==> src/rtl/rf_write_arbiter.sv <==
// rf_write_arbiter: owns the register-file write port, arbitrating pipeline writeback against a multi-cycle unit.
// Tracks busy registers for outstanding multi-cycle results; define RFARB_PERF_EN to build the perf counters.
module rf_write_arbiter #(
    parameter int XLEN         = 32,
    parameter int NREG         = 32,
    parameter int STARVE_LIMIT = 4,
    localparam int AW          = $clog2(NREG)
) (
    input  logic            clk,
    input  logic            rst_n,
    input  logic            wb_valid,
    input  logic [AW-1:0]   wb_rd,
    input  logic [XLEN-1:0] wb_data,
    output logic            wb_stall,
    input  logic            mc_issue,
    input  logic [AW-1:0]   mc_issue_rd,
    input  logic            mc_valid,
    input  logic [AW-1:0]   mc_rd,
    input  logic [XLEN-1:0] mc_data,
    output logic            mc_ready,
    input  logic            dec_valid,
    input  logic [AW-1:0]   dec_rs1,
    input  logic [AW-1:0]   dec_rs2,
    input  logic [AW-1:0]   dec_rd,
    output logic            hazard_stall,
    output logic            rf_we,
    output logic [AW-1:0]   rf_waddr,
    output logic [XLEN-1:0] rf_wdata,
    output logic [NREG-1:0] busy_vec,
    output logic [31:0]     perf_conflicts,
    output logic [31:0]     perf_forced
);
    localparam int SW = $clog2(STARVE_LIMIT + 1);

    logic [SW-1:0]   starve_q, starve_d;
    logic            rf_we_q, rf_we_d;
    logic [AW-1:0]   rf_waddr_q, rf_waddr_d;
    logic [XLEN-1:0] rf_wdata_q, rf_wdata_d;
    logic            mc_commit_q, mc_commit_d;
    logic [NREG-1:0] busy_q, busy_d;
    logic            conflict, forced, grant_wb, grant_mc;

    always_comb begin
        conflict     = wb_valid && mc_valid;
        forced       = conflict && (starve_q == SW'(STARVE_LIMIT));
        grant_mc     = mc_valid && (!wb_valid || forced);
        grant_wb     = wb_valid && !forced;
        starve_d     = (conflict && !forced) ? starve_q + 1'b1 : '0;
        rf_we_d      = (grant_mc && mc_rd != '0) || (grant_wb && wb_rd != '0);
        rf_waddr_d   = grant_mc ? mc_rd : grant_wb ? wb_rd : rf_waddr_q;
        rf_wdata_d   = grant_mc ? mc_data : grant_wb ? wb_data : rf_wdata_q;
        mc_commit_d  = grant_mc && mc_rd != '0;
        // clear lands on the commit edge; a same-edge issue re-sets the bit
        busy_d       = busy_q & ~(NREG'(mc_commit_q) << rf_waddr_q);
        if (mc_issue && mc_issue_rd != '0) busy_d[mc_issue_rd] = 1'b1;
        hazard_stall = dec_valid && ((dec_rs1 != '0 && busy_q[dec_rs1]) ||
                                     (dec_rs2 != '0 && busy_q[dec_rs2]) ||
                                     (dec_rd  != '0 && busy_q[dec_rd]));
    end

    always_ff @(posedge clk) begin
        if (!rst_n) begin
            starve_q    <= '0;
            rf_we_q     <= 1'b0;
            rf_waddr_q  <= '0;
            rf_wdata_q  <= '0;
            mc_commit_q <= 1'b0;
            busy_q      <= '0;
        end else begin
            starve_q    <= starve_d;
            rf_we_q     <= rf_we_d;
            rf_waddr_q  <= rf_waddr_d;
            rf_wdata_q  <= rf_wdata_d;
            mc_commit_q <= mc_commit_d;
            busy_q      <= busy_d;
        end
    end

    assign wb_stall = forced;
    assign mc_ready = grant_mc;
    assign rf_we    = rf_we_q;
    assign rf_waddr = rf_waddr_q;
    assign rf_wdata = rf_wdata_q;
    assign busy_vec = busy_q;

`ifdef RFARB_PERF_EN
    logic [31:0] conf_q, conf_d, forced_q, forced_d;

    always_comb begin
        conf_d   = conf_q + 32'(conflict);
        forced_d = forced_q + 32'(forced);
    end

    always_ff @(posedge clk) begin
        if (!rst_n) begin
            conf_q   <= '0;
            forced_q <= '0;
        end else begin
            conf_q   <= conf_d;
            forced_q <= forced_d;
        end
    end

    assign perf_conflicts = conf_q;
    assign perf_forced    = forced_q;
`else
    assign perf_conflicts = '0;
    assign perf_forced    = '0;
`endif
endmodule

==> config.mk <==
export PLATFORM = sky130hd
export DESIGN_NAME = rf_write_arbiter
export DESIGN_NICKNAME = d
export VERILOG_FILES = /design/src/rtl/rf_write_arbiter.sv
export SDC_FILE = /design/constraint.sdc
export NUM_CORES = 1
export LEC_CHECK = 0
export BUFFER_PORTS_ARGS = -buffer_cell sky130_fd_sc_hd__buf_2
export CAP_MARGIN = 20
export CORE_ASPECT_RATIO = 0.5
export CORE_MARGIN = 1.5
export CORE_UTILIZATION = 23
export CTS_BUF_LIST = sky130_fd_sc_hd__clkbuf_8
export DETAILED_ROUTE_END_ITERATION = 12
export GPL_TIMING_DRIVEN = 0
export HOLD_SLACK_MARGIN = 0.02
export SLEW_MARGIN = 20
export SYNTH_ARGS = -nofsm -noshare
export SYNTH_HDL_FRONTEND = slang
export SYNTH_SLANG_ARGS = --single-unit
==> constraint.sdc <==
create_clock -name clk -period 1.8 [get_ports clk]
set_input_delay 0 -clock clk [delete_from_list [all_inputs] [get_ports clk]]
set_output_delay 0 -clock clk [all_outputs]
set_load 0.01 [all_outputs]
Word-level counts from Yosys, hierarchy flattened
Index checks and enable logic that the tools add are counted.
{"block": "totals", "ff_bits": 74, "in_bits": 100, "output_inout_bits": 137}
{"block": "classes", "n_addsub": 1, "magnitude_cmp": 5, "n_eq_ne": 1, "n_shift": 1, "n_mux": 13, "bitwise_logic": 3, "n_reduce_logical": 27}
{"cell": "$mux 32", "count": 3}
{"cell": "$and 32x32->32", "count": 1}
{"cell": "$not 32->32", "count": 1}
{"cell": "$or 32x32->32", "count": 1}
{"cell": "$shl 1x5->32", "count": 1}
{"cell": "$reduce_bool 5->1", "count": 6}
{"cell": "$lt 5x6->1 const B", "count": 4}
{"cell": "$bmux 1 s5", "count": 3}
{"cell": "$logic_and 1x1->1", "count": 13}
{"cell": "$mux 5", "count": 2}
{"cell": "$demux 1 s5", "count": 1}
{"cell": "$ge 5x1->1 const B", "count": 1}
{"cell": "$logic_or 1x1->1", "count": 4}
{"cell": "$mux 1", "count": 4}
{"cell": "$add 3x1->3 const B", "count": 1}
{"cell": "$eq 3x3->1 const B", "count": 1}
{"cell": "$logic_not 1->1", "count": 2}
{"cell": "$reduce_and 2->1", "count": 1}
{"cell": "$reduce_bool 2->1", "count": 1}

Longest topological paths before layout
{"block": "logic_depth", "word_depth": 6, "depth_mapped": 9}

Least setup slack after synthesis
No wires, ideal clock.
{"block": "synth_timing", "path_kind": "reg2reg", "start": "register starve_q[0]", "end": "register rf_wdata_q[17] (netlist: rf_wdata[17])", "setup_ns": 0.091, "arrival_time_ns": 1.805, "required_ns": 1.709, "setup_slack_ns": -0.096, "stages_incl_launch_ff": 9, "path_buffers": 2, "path_cell_list": "dfxtp_1 inv_1 ha_1 and2_1 o21ai_1 clkbuf_1 clkbuf_1 nand2_1 a311oi_1"}
{"block": "synth_between", "elab_chain_cells": 5}
{"item": "start: declaration", "line": "35", "text": "logic [SW-1:0] starve_q, starve_d;"}
{"item": "start signal: assignment", "line": "70", "text": "starve_q <= starve_d;"}
{"item": "$eq 3x3->1 (*)", "line": "45", "text": "forced = conflict && (starve_q == SW'(STARVE_LIMIT));"}
{"item": "$logic_and 1x1->1 (*)", "line": "45"}
{"item": "$logic_or 1x1->1 / $logic_not 1->1 (equally long branches)", "line": "46, 47"}
{"item": "$logic_and 1x1->1 (on tied branches)", "line": "46, 47"}
{"item": "$mux 32 / $reduce_bool 2->1 (equally long branches)"}
{"item": "end signal: assignment", "line": "73", "text": "rf_wdata_q <= rf_wdata_d;"}
{"item": "end: declaration", "line": "38", "text": "logic [XLEN-1:0] rf_wdata_q, rf_wdata_d;"}
Every way passes the cells marked *; elsewhere a longest branch is shown, timed or not.
A chain may end at the register's enable or synchronous reset.

Worst setup path after layout
{"block": "layout_timing", "start": "register busy_q[26] (netlist: busy_vec[26])", "end": "output port hazard_stall"}
{"block": "layout_between", "elab_chain_cells": 6}
{"item": "start: declaration", "line": "40", "text": "logic [NREG-1:0] busy_q, busy_d;"}
{"item": "start signal: assignment", "line": "75", "text": "busy_q <= busy_d;"}
{"item": "$bmux 1 s5 (on tied branches)", "line": "56, 57"}
{"item": "$mux 1 (on tied branches)", "line": "56, 57"}
{"item": "$logic_and 1x1->1 (on tied branches)", "line": "56, 57"}
{"item": "$logic_or 1x1->1", "line": "56", "text": "hazard_stall = dec_valid && ((dec_rs1 != '0 && busy_q[dec_rs1]) ||"}
{"item": "$logic_or 1x1->1 (*)", "line": "57", "text": "(dec_rs2 != '0 && busy_q[dec_rs2]) ||"}
{"item": "$logic_and 1x1->1 (*)", "line": "56"}
{"item": "end: declaration", "line": "25", "text": "output logic hazard_stall,"}
Every way passes the cells marked *; elsewhere a longest branch is shown, timed or not. The select of a mux whose other input is x is not followed.

==> impl_results.md <==
* Status: finished with violations
* Failing checks: setup timing
* Row cnt at 35
* TritonCTS Sinks at 74
* Yosys cell types at 40
* Final wirelength at 16600 um
* IO Port Bufs at 165
* Clk_lat worst skew at 350 ps
* FFs w/ async S/R, synth at 0%
* CP endpoint kind: primary output
* Number of antenna diodes at 0
* Cts bufs inserted at 9
* Final setup vio count at 1
* Worst-margin pin slew at 676 ps
* Drt drc at 0
* Net Sw Frac at 30.1%
* Unrepaired setup endpoints after global routing: true
* Worst Setup Start Kind: flop
* Hold Crit Class: input port to flop
* Initial Utilization at 23.6%
* Slew HR at 55.0%
* Cells after Synth at 540
* First-pass GRT wire length at 25200 um
* CTS tree: yes
* Total number of vias at 5053
* Fin crit share at 133%
* H-tree depth at 3
* Horiz. Die Dim at 198 um
* Most common cell in the netlist: nand2_1
* DRT iter0 DRCs at 369
* Longest Clk Path Bufs at 2
* Post-synthesis sequential area ratio at 34.0%
* Critical path type: flop to primary output
* Sum Neg Setup Slack at -589 ps
* Clock Skew at 6.63 ps
* Max VDD drop at 298 uV
* Chip height at 100 um
* Yosys top cell area share at 34.0%
* Arrival @ worst endpoint at 2390 ps
* Final WS setup at -589 ps
* Fin nets at 970
* Psw at 1260 uW
* Max Slew Vio Count at 0
* Largest net degree at the start of global routing at 15
* Vias per inst at 4.46
* Overall Power at 4160 uW
* Clk slew on worst S/H paths at 90 ps
* Post-layout util at 37.9%
* Comb power frac at 23.8%
* Post-synth EDFFs at 0
* Num ports at 237
* MaxCap Viol Count at 0
* Leak Pwr at 0.00328 uW
* Post-Syn Area at 4360 um2
* Antenna viol nets, final at 0
* Yosys reg bits at 74
* Clock tree root driver cell: clkbuf_8
* GR Overflow Total at 0
* Dominant cells by area after synthesis: dfxtp_1 (34%), buf_4 (11%), nand2_1 (9.9%), mux4_2 (9.8%), a311oi_1 (7.6%)
* Internal power at 2910 uW
* Critical Path RT at 1800 ps
* Die area at 19900 um2
* Initial antenna violation count at 0
* Min Tclk post-route at 2390 ps
* Peak Freq at 419 MHz
* Layout area overhead at 60.4%
* Fin. Hold Viols at 0
* Leading area contributor after synthesis: dfxtp_1
* Avg Inst Size Synth at 8.08 um2
* Synth Flop Type: dfxtp_1
* Number of global-route vias before repair at 4847
* Avg WL per Cell at 14.7 um
* Worst Hold Slack at 73.7 ps
* Synth warn at 0
* Most frequent cells after synthesis: nand2_1 (115), dfxtp_1 (74), buf_4 (64), nor2_1 (52), a311oi_1 (38)
* Detailed Place HPWL at 11800 um
* CP max FO at 5
* Pwr/cell area at 595 nW/um2
* GRT Overall Usage at 16.2%
* GPL Wtd Cong at 0.859
* Clk pwr share at 33.6%
* Sequential power share at 42.6%
* 1st-pass router iterations at 5
* Core ar. at 18500 um2
* Pre-CTS worst setup slack at -615 ps
* Ratio of cells with drive above 1 in the final layout at 37.0%
metrics by stage:
stage / instances / instance area, um2
2_1_floorplan: 603 / 4620
3_3_place_gp: 1027 / 5770
3_5_place_dp: 1027 / 5770
4_1_cts: 1127 / 6870
5_1_grt: 1132 / 7000
6_report: 1132 / 7000
per-layer routing:
layer	part of all wire, %	GRT usage [%]	vias to the layer above
met1	42	19.8	2370
met4	1.8	4.87	0
met2	50	29.0	224
met3	6.4	3.16	30
met5	0	0	-
li1	-	-	2429
power groups by stage:
stage          registers [uW]  logic (uW)  clock network, uW
2_1_floorplan            1840         466                  0
3_3_place_gp             1810         791                  0
3_5_place_dp             1810         798                  0
4_1_cts                  1780         951               1450
5_1_grt                  1780        1080               1520
6_report                 1770         992               1400
cell families (layout without fill, tap and decap cells):
logic type	Yosys count	after routing	synth area share (%)
AND/OR/NAND/NOR	209	209	20.4
AO/OA/AOI/OAI	116	116	17.3
flip-flops	74	74	34.0
other	1	64	0.0860
adder cells (fa/ha/maj)	2	2	0.573
multiplexers	33	33	13.1
buffers and inverters	105	375	14.6
final cells by class:
class                      instances  area, um2
clock buffer                      10        138
multi-input combinational        424       2530
buffer                            97        654
tap                              259        324
sequential                        74       1520
fill                            1922      11500
inverter                           6       22.5
clock inverter                     6       73.8
timing repair buffer             256       1730
layout by cell type, fill, tap and decap left out, drive strengths merged, types with 3 or more instances in the layout:
master       count
conb            64
mux4            19
dlygate4sd3     80
dfxtp           74
nor2            52
nand2b           7
a21oi           35
inv              8
or4              3
nand3            7
nand4            4
mux2i           11
clkbuf          34
nor2b            9
buf            249
nand2          115
o21ai           35
a311oi          38
clkinv           3
mux2             3
state kept, by name, indices dropped and copies added (netlist names):
signal / flops
rf_waddr: 5
mc_commit_q: 1
rf_we: 1
starve_q: 3
busy_vec: 32
rf_wdata: 32
worst max-delay path, stage by stage (launching register included):
cell and delay [ps]:
dfxtp_1 390, mux4_2 470, mux4_2 450, mux2_2 280
o41a_1 300, buf_2 140
worst paths after layout:
path	startpoint	to	slack, ps	depth (start not counted)
max	busy_vec[26]$_SDFF_PN0_	hazard_stall	-590	5
min	mc_issue_rd[1]	busy_vec[16]$_SDFF_PN0_	70	4
max reg2reg	starve_q[0]$_SDFF_PN0_	rf_wdata[6]$_SDFFE_PN0P_	110	9
min reg2reg	starve_q[0]$_SDFF_PN0_	starve_q[0]$_SDFF_PN0_	430	1
what timing repair did:
action	in CTS	in global routing
pin swaps	2	3
setup endpoints to repair	41	35
hold endpoints to repair	49	0
hold buffers	80	0
buffers inserted	5	5
resized for setup	20	26
gates cloned	0	1
Note: power is estimated with default switching activity, not from simulation.
